**src/rtl/touch_pkg.sv**
```systemverilog
// Shared types and widths for the touch event filter: FSM state encoding,
// coordinate and gesture widths, and a saturating byte increment.
package touch_pkg;

  localparam int unsigned XW = 10;
  localparam int unsigned YW = 9;
  localparam int unsigned GW = 8;

  typedef enum logic [1:0] {
    StIdle,
    StPressPend,
    StPressed,
    StReleasePend
  } touch_state_e;

  // Increment that sticks at all-ones.
  function automatic logic [7:0] sat_inc8(input logic [7:0] v);
    return (v == 8'hFF) ? v : v + 8'd1;
  endfunction

endpackage

```
**src/rtl/touch_event_filter_if.sv**
```systemverilog
// Bundle between the touch event filter and the touch I2C controller side.
// The filter is the master (it issues read requests and publishes events).
interface touch_event_filter_if;
  import touch_pkg::*;

  logic          oTRIG;
  logic          iREADY;
  logic [XW-1:0] iX1;
  logic [YW-1:0] iY1;
  logic [1:0]    iTOUCH_COUNT;
  logic [GW-1:0] iGESTURE;
  logic [XW-1:0] oX;
  logic [YW-1:0] oY;
  logic          oPRESS;
  logic          oTAP;
  logic          oLONG;
  logic          oRELEASE;
  logic [GW-1:0] oGESTURE;
  logic          oGEST_STB;
  logic [7:0]    oMISS;

  modport master (
    input  iREADY, iX1, iY1, iTOUCH_COUNT, iGESTURE,
    output oTRIG, oX, oY, oPRESS, oTAP, oLONG, oRELEASE, oGESTURE, oGEST_STB, oMISS
  );

  modport slave (
    output iREADY, iX1, iY1, iTOUCH_COUNT, iGESTURE,
    input  oTRIG, oX, oY, oPRESS, oTAP, oLONG, oRELEASE, oGESTURE, oGEST_STB, oMISS
  );

endinterface

```
**src/rtl/touch_avg4.sv**
```systemverilog
// Four-deep coordinate history with a moving average (sum >> 2, truncated).
// load fills every entry with the incoming sample; push shifts it in.
module touch_avg4
  import touch_pkg::*;
(
  input  logic          iCLK,
  input  logic          iRSTN,
  input  logic          load,
  input  logic          push,
  input  logic [XW-1:0] x_in,
  input  logic [YW-1:0] y_in,
  output logic [XW-1:0] x_avg,
  output logic [YW-1:0] y_avg
);

  logic [XW-1:0] hx_q [4];
  logic [YW-1:0] hy_q [4];
  logic [XW+1:0] sum_x;
  logic [YW+1:0] sum_y;

  // History registers: preload on first sample of a press, else shift.
  always_ff @(posedge iCLK or negedge iRSTN) begin
    if (!iRSTN) begin
      for (int i = 0; i < 4; i++) begin
        hx_q[i] <= '0;
        hy_q[i] <= '0;
      end
    end else if (load) begin
      for (int i = 0; i < 4; i++) begin
        hx_q[i] <= x_in;
        hy_q[i] <= y_in;
      end
    end else if (push) begin
      for (int i = 3; i > 0; i--) begin
        hx_q[i] <= hx_q[i-1];
        hy_q[i] <= hy_q[i-1];
      end
      hx_q[0] <= x_in;
      hy_q[0] <= y_in;
    end
  end

  // Average of the stored history.
  always_comb begin
    sum_x = 12'(hx_q[0]) + 12'(hx_q[1]) + 12'(hx_q[2]) + 12'(hx_q[3]);
    sum_y = 11'(hy_q[0]) + 11'(hy_q[1]) + 11'(hy_q[2]) + 11'(hy_q[3]);
    x_avg = sum_x[XW+1:2];
    y_avg = sum_y[YW+1:2];
  end

endmodule

```
**src/rtl/touch_event_filter.sv**
```systemverilog
// Touch event filter: periodically requests samples from the touch controller,
// debounces the press state and emits tap / long-press / release / gesture
// events. Define TOUCH_AVG_EN to smooth coordinates with a 4-sample average.
module touch_event_filter
  import touch_pkg::*;
#(
  parameter int unsigned POLL_DIV     = 2_500_000,
  parameter int unsigned DEB_CNT      = 3,
  parameter int unsigned HOLD_SAMPLES = 20
) (
  input logic                 iCLK,
  input logic                 iRSTN,
  touch_event_filter_if.master bus
);

  localparam int unsigned CntW  = (POLL_DIV > 1) ? $clog2(POLL_DIV) : 1;
  localparam logic [3:0]  DebT  = 4'(DEB_CNT);
  localparam logic [7:0]  HoldT = 8'(HOLD_SAMPLES);

  logic [CntW-1:0] cnt_q;
  logic            wrap;
  logic            busy_q, busy_d;
  logic            trig_q, trig_d;
  logic [7:0]      miss_q, miss_d;

  touch_state_e    state_q, state_d;
  logic [3:0]      deb_q, deb_d, deb_inc;
  logic [7:0]      hold_q, hold_d, hold_inc;
  logic            press_q, press_d;
  logic            tap_q, tap_d;
  logic            long_q, long_d;
  logic            rel_q, rel_d;
  logic            touched;
  logic            upd;

  logic [GW-1:0]   gest_q;
  logic            gstb_q;

  assign wrap    = (cnt_q == CntW'(POLL_DIV - 1));
  assign touched = (bus.iTOUCH_COUNT != 2'd0);

  // Free-running poll divider.
  always_ff @(posedge iCLK or negedge iRSTN) begin
    if (!iRSTN) cnt_q <= '0;
    else        cnt_q <= wrap ? '0 : cnt_q + CntW'(1);
  end

  // Request/busy tracking; a ready coincident with wrap frees the slot first.
  always_comb begin
    busy_d = busy_q;
    trig_d = 1'b0;
    miss_d = miss_q;
    if (wrap) begin
      if (!busy_q || bus.iREADY) begin
        trig_d = 1'b1;
        busy_d = 1'b1;
      end else begin
        miss_d = sat_inc8(miss_q);
      end
    end else if (bus.iREADY) begin
      busy_d = 1'b0;
    end
  end

  // Poll state registers.
  always_ff @(posedge iCLK or negedge iRSTN) begin
    if (!iRSTN) begin
      busy_q <= 1'b0;
      trig_q <= 1'b0;
      miss_q <= '0;
    end else begin
      busy_q <= busy_d;
      trig_q <= trig_d;
      miss_q <= miss_d;
    end
  end

  // Press FSM next state and event pulses; only advances on a sample.
  always_comb begin
    state_d  = state_q;
    deb_d    = deb_q;
    hold_d   = hold_q;
    press_d  = press_q;
    tap_d    = 1'b0;
    long_d   = 1'b0;
    rel_d    = 1'b0;
    upd      = 1'b0;
    deb_inc  = deb_q + 4'd1;
    hold_inc = sat_inc8(hold_q);
    if (bus.iREADY) begin
      unique case (state_q)
        StIdle: begin
          if (touched) begin
            upd = 1'b1;
            if (DebT <= 4'd1) begin
              state_d = StPressed;
              press_d = 1'b1;
              hold_d  = '0;
            end else begin
              state_d = StPressPend;
              deb_d   = 4'd1;
            end
          end
        end
        StPressPend: begin
          if (touched) begin
            upd   = 1'b1;
            deb_d = deb_inc;
            if (deb_inc >= DebT) begin
              state_d = StPressed;
              press_d = 1'b1;
              hold_d  = '0;
            end
          end else begin
            state_d = StIdle;
          end
        end
        StPressed: begin
          if (touched) begin
            upd    = 1'b1;
            hold_d = hold_inc;
            // hold only grows within a press, so equality is crossed once
            long_d = (hold_q != HoldT) && (hold_inc == HoldT);
          end else if (DebT <= 4'd1) begin
            state_d = StIdle;
            press_d = 1'b0;
            rel_d   = 1'b1;
            tap_d   = (hold_q < HoldT);
          end else begin
            state_d = StReleasePend;
            deb_d   = 4'd1;
          end
        end
        StReleasePend: begin
          if (touched) begin
            upd     = 1'b1;
            state_d = StPressed;
          end else begin
            deb_d = deb_inc;
            if (deb_inc >= DebT) begin
              state_d = StIdle;
              press_d = 1'b0;
              rel_d   = 1'b1;
              tap_d   = (hold_q < HoldT);
            end
          end
        end
        default: state_d = StIdle;
      endcase
    end
  end

  // Press FSM registers and event outputs.
  always_ff @(posedge iCLK or negedge iRSTN) begin
    if (!iRSTN) begin
      state_q <= StIdle;
      deb_q   <= '0;
      hold_q  <= '0;
      press_q <= 1'b0;
      tap_q   <= 1'b0;
      long_q  <= 1'b0;
      rel_q   <= 1'b0;
    end else begin
      state_q <= state_d;
      deb_q   <= deb_d;
      hold_q  <= hold_d;
      press_q <= press_d;
      tap_q   <= tap_d;
      long_q  <= long_d;
      rel_q   <= rel_d;
    end
  end

  // Gesture latch, independent of the press state.
  always_ff @(posedge iCLK or negedge iRSTN) begin
    if (!iRSTN) begin
      gest_q <= '0;
      gstb_q <= 1'b0;
    end else begin
      gstb_q <= bus.iREADY && (bus.iGESTURE != '0);
      if (bus.iREADY && (bus.iGESTURE != '0)) gest_q <= bus.iGESTURE;
    end
  end

`ifdef TOUCH_AVG_EN
  logic          hist_load;
  logic          hist_push;
  logic [XW-1:0] x_avg;
  logic [YW-1:0] y_avg;

  // A touched sample leaving IDLE starts a new press and preloads history.
  assign hist_load = upd && (state_q == StIdle);
  assign hist_push = upd && (state_q != StIdle);

  touch_avg4 u_avg (
    .iCLK  (iCLK),
    .iRSTN (iRSTN),
    .load  (hist_load),
    .push  (hist_push),
    .x_in  (bus.iX1),
    .y_in  (bus.iY1),
    .x_avg (x_avg),
    .y_avg (y_avg)
  );

  assign bus.oX = x_avg;
  assign bus.oY = y_avg;
`else
  logic [XW-1:0] x_q;
  logic [YW-1:0] y_q;

  // Coordinates follow the latest touched sample.
  always_ff @(posedge iCLK or negedge iRSTN) begin
    if (!iRSTN) begin
      x_q <= '0;
      y_q <= '0;
    end else if (upd) begin
      x_q <= bus.iX1;
      y_q <= bus.iY1;
    end
  end

  assign bus.oX = x_q;
  assign bus.oY = y_q;
`endif

  assign bus.oTRIG     = trig_q;
  assign bus.oMISS     = miss_q;
  assign bus.oPRESS    = press_q;
  assign bus.oTAP      = tap_q;
  assign bus.oLONG     = long_q;
  assign bus.oRELEASE  = rel_q;
  assign bus.oGESTURE  = gest_q;
  assign bus.oGEST_STB = gstb_q;

endmodule

```
**src/flat_wrapper.sv**
```systemverilog
// flat-port wrapper written by rule: the top's interface ports become plain ports
module touch_event_filter_flat import touch_pkg::*;
#(
  parameter int unsigned POLL_DIV     = 2_500_000,
  parameter int unsigned DEB_CNT      = 3,
  parameter int unsigned HOLD_SAMPLES = 20
)
  (iCLK, iRSTN, bus_iREADY, bus_iX1, bus_iY1, bus_iTOUCH_COUNT, bus_iGESTURE, bus_oTRIG, bus_oX, bus_oY, bus_oPRESS, bus_oTAP, bus_oLONG, bus_oRELEASE, bus_oGESTURE, bus_oGEST_STB, bus_oMISS);
  touch_event_filter_if bus_i ();
  input logic iCLK;
  input logic iRSTN;
  input wire logic [$bits(bus_i.iREADY)-1:0] bus_iREADY;
  input wire logic [$bits(bus_i.iX1)-1:0] bus_iX1;
  input wire logic [$bits(bus_i.iY1)-1:0] bus_iY1;
  input wire logic [$bits(bus_i.iTOUCH_COUNT)-1:0] bus_iTOUCH_COUNT;
  input wire logic [$bits(bus_i.iGESTURE)-1:0] bus_iGESTURE;
  output wire logic [$bits(bus_i.oTRIG)-1:0] bus_oTRIG;
  output wire logic [$bits(bus_i.oX)-1:0] bus_oX;
  output wire logic [$bits(bus_i.oY)-1:0] bus_oY;
  output wire logic [$bits(bus_i.oPRESS)-1:0] bus_oPRESS;
  output wire logic [$bits(bus_i.oTAP)-1:0] bus_oTAP;
  output wire logic [$bits(bus_i.oLONG)-1:0] bus_oLONG;
  output wire logic [$bits(bus_i.oRELEASE)-1:0] bus_oRELEASE;
  output wire logic [$bits(bus_i.oGESTURE)-1:0] bus_oGESTURE;
  output wire logic [$bits(bus_i.oGEST_STB)-1:0] bus_oGEST_STB;
  output wire logic [$bits(bus_i.oMISS)-1:0] bus_oMISS;
  assign bus_i.iREADY = bus_iREADY;
  assign bus_i.iX1 = bus_iX1;
  assign bus_i.iY1 = bus_iY1;
  assign bus_i.iTOUCH_COUNT = bus_iTOUCH_COUNT;
  assign bus_i.iGESTURE = bus_iGESTURE;
  assign bus_oTRIG = bus_i.oTRIG;
  assign bus_oX = bus_i.oX;
  assign bus_oY = bus_i.oY;
  assign bus_oPRESS = bus_i.oPRESS;
  assign bus_oTAP = bus_i.oTAP;
  assign bus_oLONG = bus_i.oLONG;
  assign bus_oRELEASE = bus_i.oRELEASE;
  assign bus_oGESTURE = bus_i.oGESTURE;
  assign bus_oGEST_STB = bus_i.oGEST_STB;
  assign bus_oMISS = bus_i.oMISS;
  touch_event_filter #(.POLL_DIV(POLL_DIV), .DEB_CNT(DEB_CNT), .HOLD_SAMPLES(HOLD_SAMPLES)) u_core (.iCLK(iCLK), .iRSTN(iRSTN), .bus(bus_i));
endmodule
```
**config.mk**
```make
export PLATFORM = sky130hd
export DESIGN_NAME = touch_event_filter_flat
export DESIGN_NICKNAME = d
export VERILOG_FILES = /design/src/rtl/touch_pkg.sv /design/src/rtl/touch_event_filter_if.sv /design/src/rtl/touch_avg4.sv /design/src/rtl/touch_event_filter.sv /design/src/flat_wrapper.sv
export SDC_FILE = /design/constraint.sdc
export NUM_CORES = 1
export LEC_CHECK = 0
export BUFFER_PORTS_ARGS = -buffer_cell sky130_fd_sc_hd__buf_4
export CAP_MARGIN = 20
export CORE_ASPECT_RATIO = 1.1
export CORE_UTILIZATION = 41
export CTS_BUF_LIST = sky130_fd_sc_hd__clkbuf_4
export CTS_CLUSTER_DIAMETER = 50
export DETAILED_ROUTE_END_ITERATION = 10
export PLACE_DENSITY_LB_ADDON = 0.2
export SLEW_MARGIN = 20
export SYNTH_ARGS = -nofsm -noshare
export SYNTH_HDL_FRONTEND = slang
export SYNTH_SLANG_ARGS = --single-unit
```
**constraint.sdc**
```tcl
create_clock -name iCLK -period 2.44 [get_ports iCLK]
set_input_delay 0.244 -clock iCLK [delete_from_list [all_inputs] [get_ports iCLK]]
set_output_delay 0.244 -clock iCLK [all_outputs]
set_load 0.01 [all_outputs]
```
==> results.py <==
metrics = {
    "power": {
        "comb_power_share": 0.203,
        "power.switching_uw": 911.4,
        "powerDensity_nw_per_um2": 658.3,
        "ir_drop_v": 0.0002996,
        "swShare": 0.3069,
        "seq_power_share": 0.520,
        "p_leak_nw": 2.141,
        "p_int_mw": 2.058,
        "finalPower_mw": 2.969,
        "power_frac_clock": 0.277,
    },
    "floorplan": {
        "ioPinCount": 73,
        "start_util": 0.4243,
        "fp.dieH_um": 99.83,
        "dieArea_um2": 9078,
        "placementRows": 35,
        "die_x_um": 90.94,
        "core-area_um2": 8408,
    },
    "layout": {
        "num_antenna_cells": 0,
        "stdcell_area_um2": 4511,
        "area_delta_synth_final_pct": 26.45,
        "drive_gt1_frac": 0.2955,
        "num-fill-cells": 790,
        "num-nets-final": 456,
        "fin_util": 0.5365,
    },
    "worst_setup_path": {
        "cp_top_family": "simple AND/OR/NAND/NOR gates",
        "end_kind": "register",
        "reg2reg_from": "u_core.cnt_q[14]",
        "startpoint_type": "register",
        "cp.required_ns": 2.75,
        "worst-r2r-setup-slack_ns": 0.37,
        "critPathBufInv": 1,
        "critPathArrivalTime_ns": 2.38,
        "cp_max_fo": 9,
        "slowest_delay_ns": 0.45,
        "cp_slowest_cell": "nor4_2",
        "critPathKind": "reg2reg",
        "r2r.worst_path.cells": 6,
        "worstPathCellList": "nor4b_1 -> nand4_1 -> nor4_2 -> buf_4 -> nand3b_1 -> o21ai_0",
        "timing.rr.end": "u_core.cnt_q[17]",
    },
    "logic_synthesis": {
        "synth_fa_ha_area_frac": 0.02105,
        "ys_seq_area_frac": 0.5472,
        "yosys_warnings": 0,
        "synth-edff-count": 0,
        "ys_types": 46,
        "avgSynthCellArea_um2": 10.91,
        "synth_nets": 365,
        "synth_ff_type": "dfrtp_1",
        "synth_simple_gate_area_frac": 0.2119,
        "synth_compound_area_frac": 0.07015,
        "synth-xor-area-share": 0.06138,
        "ys_async_sr_fraction": 1.000,
        "synthMuxAreaShare": 0.06910,
        "synth_cells": 327,
        "synth-seq-cells": 78,
        "synth_top_family_by_area": "simple AND/OR/NAND/NOR gates",
        "syn_area_um2": 3567,
    },
    "grt": {
        "antenna_found_initial": 0,
        "grt_max_degree": 48,
        "grt_pass1_vias": 2689,
        "grt.total_usage": 0.1799,
        "grt_overflow": 0,
        "grt_pass1_wl_um": 13000,
    },
    "sta": {
        "max_freq_ghz": 0.4829,
        "fin_tns_setup_ns": 0,
        "slew_headroom": 0.5933,
        "setup_viol": 0,
        "slew_viol_final": 0,
        "tightest_slew_ns": 0.6045,
        "period_minus_slack_ns": 2.071,
        "fin_crit_sh": 0.8486,
        "hold_violations": 0,
        "clock_skew_ns": 0.02260,
        "fin_hold_ws_ns": 0.01943,
        "rsz0062_at_grt": "no",
    },
    "cts": {
        "clockBufferDepth": 2,
        "tritoncts": "yes",
        "clock_sinks": 78,
        "htree_num_levels": 3,
        "cts_setup_buffers": 0,
        "numCtsBuffers": 9,
        "cts.reportedPaths.clkPinSlew_ns": 0.15,
        "clk_latency_ns": 0.44,
        "cts_root_buffer": "clkbuf_4",
    },
    "run": {
        "cap_violations": 0,
    },
    "min_path": {
        "hold_depth": 2,
        "hold_end": "u_core.bus.oY[3]",
        "hold_path.class": "in2reg",
        "holdCritStartpoint": "bus_iY1[3]",
    },
    "route": {
        "first_pass_iters": 6,
        "post_drt_wl_per_cell_um": 13.86,
        "drtIter0Drc": 119,
        "vias_per_cell": 5.206,
        "route.detailed.drc": 0,
        "vias": 2780,
        "ant_nets": 0,
        "wl_um": 7403,
    },
    "outcome": {
        "status": "finished clean",
    },
    "placed_design": {
        "postPlaceCellArea_um2": 4253,
        "gp_congestion": 0.8005,
        "dpl.hpwl_um": 5259,
        "port_buffers": 72,
    },
}
==> timing repair <==
action / 4_1_cts / 5_1_grt
resized for setup: 0 / 0
endpoints found under the hold margin: 55 / 0
hold buffers: 11 / 0
==> synthesized netlist by cell type, types with 3 or more instances <==
master | instances | area share
nand3_1 | 16 | 0.022
xor2_1 | 11 | 0.027
a31oi_1 | 4 | 0.0070
ha_1 | 6 | 0.021
buf_2 | 7 | 0.0098
nand3b_1 | 5 | 0.011
nor4_1 | 4 | 0.0070
mux2_2 | 21 | 0.066
dfrtp_1 | 78 | 0.55
inv_1 | 7 | 0.0074
a22o_1 | 3 | 0.0074
nand4_1 | 13 | 0.023
xnor2_1 | 14 | 0.034
nor2_1 | 25 | 0.026
or3_1 | 4 | 0.0070
nor3_1 | 5 | 0.0070
o21ai_0 | 16 | 0.022
and3_1 | 9 | 0.016
a21oi_1 | 8 | 0.011
nand2_1 | 39 | 0.041
==> flip-flops by register name (all words and copies together) (netlist names), 4 cells and up, named ones only <==
name and cells:
u_core.cnt_q 22, u_core.bus.oX 10, u_core.bus.oY 9, u_core.bus.oGESTURE 8
u_core.bus.oMISS 8, u_core.hold_q 8, u_core.deb_q 4
==> power by group through the flow <==
stage	combinational [mW]	sequential [mW]	clock (mW)
after global placement	0.586	1.56	0
after global routing	0.682	1.57	0.902
after CTS	0.615	1.54	0.854
after detailed placement	0.601	1.57	0
after floorplan	0.330	1.57	0
final	0.603	1.54	0.822
==> per-layer routing <==
layer	vias to the layer above	global-route usage	routed length, µm
met5	-	0	0
met4	0	0.08547	144
met3	11	0.02955	217
met2	48	0.2960	3730
met1	1372	0.2338	3311
li1	1349	-	-
==> worst register-to-register path, cell delays in order (launching register included) <==
cell,delay (ns)
dfrtp_1,0.44
nor4b_1,0.32
nand4_1,0.30
nor4_2,0.45
buf_4,0.24
nand3b_1,0.11
o21ai_0,0.09
==> final cells by class <==
cell class              instances  area (µm²)  area share
flip-flops and latches         78        1952      0.4327
inverters                       7       26.28    0.005825
clock inverters                 7       80.08     0.01775
multi-input cells             233        1550      0.3437
clock buffers                   9       67.56     0.01498
well taps                     111       138.9     0.03079
repair buffers                 89       695.7      0.1542
==> cell families (layout without fill, tap and decap cells) <==
family          Yosys count  in the layout
compound gates           41             41
buf+inv                  16            112
xor+xnor                 25             25
flops                    78             78
mux                      22             22
simple gates            139            139
fa+ha+maj                 6              6
==> worst max path at each step <==
stage	from	cells past startpoint	endpoint
3_3_place_gp	u_core.cnt_q[0]	5	u_core.bus.oMISS[1]
2_1_floorplan	u_core.cnt_q[0]	5	u_core.bus.oMISS[1]
3_5_place_dp	u_core.cnt_q[14]	6	u_core.cnt_q[17]
6_report	u_core.cnt_q[14]	6	u_core.cnt_q[17]
5_1_grt	u_core.cnt_q[14]	6	u_core.cnt_q[17]
4_1_cts	u_core.cnt_q[14]	6	u_core.cnt_q[17]
==> per-stage QoR <==
stage	cells	worst slack, ns
2_1_floorplan	327	0.5090
3_3_place_gp	507	0.4334
3_5_place_dp	507	0.3662
4_1_cts	534	0.3487
5_1_grt	534	0.06136
6_report	534	0.3693
==> placed cells by master, fill, tap and decap left out, drive strengths merged, types with 3 or more instances in the layout <==
cell / synthesis / final
nand3: 16 / 16
and3: 10 / 10
dlygate4sd3: 0 / 11
xor2: 11 / 11
clkbuf: 2 / 9
ha: 6 / 6
dfrtp: 78 / 78
a22o: 3 / 3
nor2: 25 / 25
or3: 5 / 5
mux2: 21 / 21
nand2: 39 / 39
buf: 7 / 78
a31oi: 4 / 4
nor4: 5 / 5
xnor2: 14 / 14
nand4: 14 / 14
nor3: 6 / 6
a21oi: 8 / 8
o21ai: 17 / 17
inv: 7 / 11
or2: 3 / 3
nand3b: 5 / 5
Note: power is estimated with default switching activity, not from simulation.
